**config.mk**
```make
export PLATFORM = sky130hd
export DESIGN_NAME = serial_word_assembler
export DESIGN_NICKNAME = d
export VERILOG_FILES = /design/src/rtl/serial_word_assembler.sv
export SDC_FILE = /design/constraint.sdc
export NUM_CORES = 1
export LEC_CHECK = 0
export ABC_AREA = 1
export CAP_MARGIN = 0
export CORE_MARGIN = 2
export CORE_UTILIZATION = 50
export CTS_CLUSTER_SIZE = 28
export DETAILED_ROUTE_END_ITERATION = 8
export GPL_TIMING_DRIVEN = 0
export PLACE_DENSITY = 0.71
export REMOVE_ABC_BUFFERS = 1
export SLEW_MARGIN = 20
export SYNTH_ARGS = -nofsm -noshare
export SYNTH_HDL_FRONTEND = slang
export SYNTH_SLANG_ARGS = --single-unit
```
**constraint.sdc**
```tcl
create_clock -name clk -period 3.1 [get_ports clk]
set_input_delay 0.31 -clock clk [delete_from_list [all_inputs] [get_ports clk]]
set_output_delay 0.31 -clock clk [all_outputs]
set_load 0.03 [all_outputs]
```
**src/rtl/serial_word_assembler.sv**
```systemverilog
// rtl/serial_word_assembler.sv - assembles received bytes into words queued in a first-word-fall-through FIFO
module serial_word_assembler #(
    parameter int BYTES_PER_WORD = 2,
    parameter int FIFO_DEPTH     = 4,
    parameter bit MSB_FIRST      = 1'b1,
    parameter int TIMEOUT_CYCLES = 0
) (
    input  logic                        clk,
    input  logic                        rst,
    input  logic                        rx_valid,
    input  logic [7:0]                  rx_data,
    output logic [8*BYTES_PER_WORD-1:0] word_out,
    output logic                        word_valid,
    input  logic                        word_ready,
    output logic                        int_req,
    input  logic                        int_ack,
    output logic                        overrun,
    input  logic                        overrun_clr,
    output logic [$clog2(FIFO_DEPTH):0] level
);
    localparam int WW = 8 * BYTES_PER_WORD;
    localparam int CW = (BYTES_PER_WORD > 1) ? $clog2(BYTES_PER_WORD) : 1;
    localparam int AW = $clog2(FIFO_DEPTH);
    localparam int LW = AW + 1;
    localparam int TW = (TIMEOUT_CYCLES > 1) ? $clog2(TIMEOUT_CYCLES) : 1;

    localparam logic [CW-1:0] CNT_LAST   = CW'(BYTES_PER_WORD - 1);
    localparam logic [TW-1:0] IDLE_LAST  = TW'((TIMEOUT_CYCLES > 0) ? TIMEOUT_CYCLES - 1 : 0);
    localparam logic [LW-1:0] LEVEL_FULL = LW'(FIFO_DEPTH);

    logic [CW-1:0] r_cnt;
    logic [TW-1:0] r_idle;
    logic [WW-1:0] r_buf;
    logic [WW-1:0] r_mem [FIFO_DEPTH];
    logic [AW-1:0] r_wr_ptr;
    logic [AW-1:0] r_rd_ptr;
    logic [LW-1:0] r_level;
    logic          r_int_req;
    logic          r_overrun;

    logic [CW-1:0] w_slot;
    logic [WW-1:0] w_word;
    logic          w_complete;
    logic          w_pop;
    logic          w_push;
    logic          w_drop;

    // The counter counts arrival order; the slot mirrors it when the first byte goes to the top.
    assign w_slot     = MSB_FIRST ? (CNT_LAST - r_cnt) : r_cnt;
    assign w_complete = rx_valid && (r_cnt == CNT_LAST);
    assign w_pop      = (r_level != '0) && word_ready;
    // A pop in the same cycle frees the slot, so a full FIFO can still accept the new word.
    assign w_push     = w_complete && ((r_level != LEVEL_FULL) || w_pop);
    assign w_drop     = w_complete && (r_level == LEVEL_FULL) && !w_pop;

    // Merge the incoming byte into the partial word so the completed word includes it.
    always_comb begin
        w_word = r_buf;
        for (int b = 0; b < BYTES_PER_WORD; b++) begin
            if (w_slot == CW'(b)) begin
                w_word[8*b +: 8] = rx_data;
            end
        end
    end

    // Byte counter, partial-word buffer and idle timeout for abandoned partial words.
    always_ff @(posedge clk) begin
        if (!rst) begin
            r_cnt  <= '0;
            r_idle <= '0;
        end else if (rx_valid) begin
            r_idle <= '0;
            r_buf  <= w_word;
            r_cnt  <= w_complete ? '0 : r_cnt + 1'b1;
        end else if ((TIMEOUT_CYCLES > 0) && (r_cnt != '0)) begin
            if (r_idle == IDLE_LAST) begin
                r_cnt  <= '0;
                r_idle <= '0;
            end else begin
                r_idle <= r_idle + 1'b1;
            end
        end
    end

    // Word storage; contents are only meaningful between the pointers, so no reset.
    always_ff @(posedge clk) begin
        if (w_push) begin
            r_mem[r_wr_ptr] <= w_word;
        end
    end

    // FIFO pointers wrap naturally because the depth is a power of two.
    always_ff @(posedge clk) begin
        if (!rst) begin
            r_wr_ptr <= '0;
            r_rd_ptr <= '0;
            r_level  <= '0;
        end else begin
            if (w_push) begin
                r_wr_ptr <= r_wr_ptr + 1'b1;
            end
            if (w_pop) begin
                r_rd_ptr <= r_rd_ptr + 1'b1;
            end
            if (w_push && !w_pop) begin
                r_level <= r_level + 1'b1;
            end else if (w_pop && !w_push) begin
                r_level <= r_level - 1'b1;
            end
        end
    end

    // Interrupt and overrun flags: setting events win over their clears.
    always_ff @(posedge clk) begin
        if (!rst) begin
            r_int_req <= 1'b0;
            r_overrun <= 1'b0;
        end else begin
            if (w_push) begin
                r_int_req <= 1'b1;
            end else if (int_ack) begin
                r_int_req <= 1'b0;
            end
            if (w_drop) begin
                r_overrun <= 1'b1;
            end else if (overrun_clr) begin
                r_overrun <= 1'b0;
            end
        end
    end

    assign word_out   = r_mem[r_rd_ptr];
    assign word_valid = (r_level != '0);
    assign level      = r_level;
    assign int_req    = r_int_req;
    assign overrun    = r_overrun;

endmodule
```
==> qor.csv <==
stage,metric,value,unit
sta,Max-slew headroom,0.519,
sta,FMAX,350,MHz
power,Sw Pwr,0.00107,W
synth,sequential share of the synthesized area,0.723,
cells_and_area,multi-input logic area,840,um^2
power,Seq pwr share,0.478,
power,combinational share of power,0.294,
grt,vias in the first global route,2185,
synth,post-synth top area share,0.657,
cts,TritonCTS buffer count,9,
placed_design,dpl cell area,0.00412,mm^2
grt,largest net degree at the start of global routing,35,
critical_path,type of the worst setup path,flip-flop to output port,
floorplan,die area,0.00801,mm^2
floorplan,Initial Util,0.509,
power,clock network power share,0.228,
critical_path,CP Capture Type,output port,
placed_design,final RePlAce weighted congestion,0.672,
drt,DRC,0,
drt,wire length per cell,15.0,um
power,P_int,0.00216,W
sta,Final Critical Period,2.86,ns
cells_and_area,synthesis-to-layout area growth,17.6,%
status,status,"complete, no violations",
cells_and_area,Layout Nets,358,
synth,Synth area leader,edfxtp_1,
power,P_leak,1.51,nW
floorplan,Rows,31,
grt,global route overflow,0,
cts,H-Tree Level Count,3,
cts,Worst-path clk slew,0.08,ns
critical_path,"Critical Path, Cell by Cell","inv_2, o21ai_0, o22ai_1, clkdlybuf4s50_1",
synth,post-synthesis cell count,300,
grt,GR Util All Layers,0.183,
critical_path,slowest cell on the critical path,dfxtp_2,
sta,Final Max Slew Viols,0,
cells_and_area,# diodes,0,
cells_and_area,Final Non-Filler Cells,441,
drt,WL final,6.59,mm
sta,setup TNS,0,ns
placed_design,dpl hpwl,4.17,mm
grt,initial antenna violation count,0,
critical_path,CP max stage delay,0.74,ns
floorplan,die height,89.5,um
sta,Final Cycle Share,0.922,
cts,Root Driver,clkbuf_8,
cells_and_area,share of cells above drive strength 1,0.0819,
cts,clock latency on the worst-skew pair,0.35,ns
cells_and_area,design area,0.00430,mm^2
synth,dominant cells by area after synthesis,"edfxtp_1 66%, dfxtp_1 6.6%, nor2_1 5.3%, o21ai_1 3.8%, inv_1 2.8%",
hold_path,Worst Hold Class,flip-flop to flip-flop,
critical_path,Critical Path AT,2.55,ns
cts,Max Buffers Root-to-Sink,2,
synth,Yosys warnings,0,
floorplan,Die X,89.5,um
power,Peak VDD IR,0.451,mV
floorplan,Ports,36,
drt,mean number of vias per cell,5.12,
critical_path,Worst Setup Start Kind,flip-flop,
sta,Final setup viols,0,
power,Pwr Density,751,mW/mm^2
placed_design,PortBufs,35,
drt,via count,2257,
drt,drt pass-1 iters,4,
synth,"FF+latch count, synth",92,
drt,post-route ant nets,0,
sta,final hold vios,0,
sta,Final Skew,0.00802,ns
cts,post-CTS setup buffers,0,
sta,RSZ-0062 raised after global routing,false,
synth,library cells used by synthesis,20,
placed_design,Placed Cells,426,
critical_path,Crit path required time,2.79,ns
cts,CTS sink cnt,92,
synth,synthesized area,0.00365,mm^2
power,sw frac,0.331,
cts,hold buffers post-CTS,0,
floorplan,core area,0.00718,mm^2
synth,"Avg Cell Area, Syn",12.2,um^2
cells_and_area,fillcell total,567,
grt,first-pass GRT wire length,10.6,mm
cells_and_area,storage element area,0.00265,mm^2
cts,CTS-repair resized insts,0,
cts,CTS tree,yes,
run,max_cap viols,0,
sta,Slew @ Worst Pin,0.721,ns
power,overall power,0.00323,W
critical_path,"delay-heaviest family, CP",buffers and inverters,
critical_path,Worst Path Max Fanout,33,
critical_path,WP buf/inv,2,
drt,Iter 0 DRT Violations,129,
## metal layers
metal	global-route usage	share of wire
met5	0	0
met4	0.0692	0.019
met3	0.0379	0.042
met2	0.303	0.48
met1	0.238	0.46
## worst paths after layout
kind                                            from               endpoint  slack [ns]  cells past startpoint
worst max register to register    r_cnt$_SDFFE_PN0P_  level[2]$_SDFFE_PN0P_        0.85                     12
worst min register to register  overrun$_SDFFE_PN0P_   overrun$_SDFFE_PN0P_        0.48                      2
worst min-delay path            overrun$_SDFFE_PN0P_   overrun$_SDFFE_PN0P_        0.48                      2
worst max-delay path                       flip-flop           word_out[15]        0.24                      4
## power groups by stage
stage          registers [W]  logic [W]  clock network [W]
6_report             0.00154   0.000949           0.000737
5_1_grt              0.00156    0.00104           0.000794
4_1_cts              0.00155   0.000958           0.000745
3_5_place_dp         0.00157   0.000955                  0
3_3_place_gp         0.00157   0.000931                  0
2_1_floorplan        0.00157   0.000566                  0
## worst register-to-register path, stage by stage, from the launching register on
cell and delay (ns):
dfxtp_2 0.70, nand2_1 0.13, inv_2 0.14, nand2_2 0.14
inv_1 0.09, ha_1 0.16, inv_1 0.06, fa_1 0.38
nand2_1 0.08, nand3_1 0.10, nand2_1 0.07, nand2_1 0.04
nor2_1 0.10
## stage by stage
stage	hold slack (ns)	worst slack, ns	util
2_1_floorplan	0.430	0.874	-
3_3_place_gp	0.459	0.0174	0.566
3_5_place_dp	0.467	0.487	0.575
4_1_cts	0.485	0.199	0.599
5_1_grt	0.512	0.0434	0.599
6_report	0.480	0.243	0.599
## state kept, by name, summed over array words and instances, names as in the netlist, named ones only
register,flops
int_req,1
level,3
overrun,1
r_buf,16
r_cnt,1
r_mem,64
r_rd_ptr,2
r_wr_ptr,2
## synth_stat cells, drive strengths merged
cell and instances:
edfxtp 80, nand4 1, o21ai 42, nand3 6
ha 5, inv 30, nor2 53, a21oi 15
buf 12, o22ai 16, dfxtp 12, fa 1
xor2 1, nand2 26
## logic make-up (layout without fill, tap and decap cells)
family | after synthesis | after routing | synth area share
and+or+nand+nor | 86 | 86 | 0.0965
DFF | 92 | 92 | 0.723
xor gates and xnor gates | 1 | 1 | 0.00240
adders and majority gates | 6 | 6 | 0.0226
AOI/OAI and AO/OA | 73 | 73 | 0.105
buffers and inverters | 42 | 84 | 0.0500
## layout make-up
type                    instances  area share
clock buffers                  11      0.0306
multi-input cells             166       0.195
inverters                      30      0.0262
repair buffers                 39      0.0938
flip-flops and latches         92       0.616
clock inverters                 4     0.00961
well taps                      99      0.0288
## cell usage in the layout (no fill, tap or decap)
cell	instances
nand3_1	5
buf_8	2
nor2_2	4
edfxtp_1	80
nand2_1	23
clkdlybuf4s50_1	35
nand3_2	1
nand2_2	3
dfxtp_2	2
buf_6	2
a21oi_1	15
o21ai_1	28
o22ai_1	16
ha_1	5
inv_2	3
nor2_4	1
clkinv_1	3
nand4_1	1
dfxtp_1	10
inv_1	27
bufinv_16	1
clkbuf_8	9
nor2_1	48
clkbuf_1	2
o21ai_0	14
fa_1	1
xor2_1	1
Power figures use the tool's default switching activity.
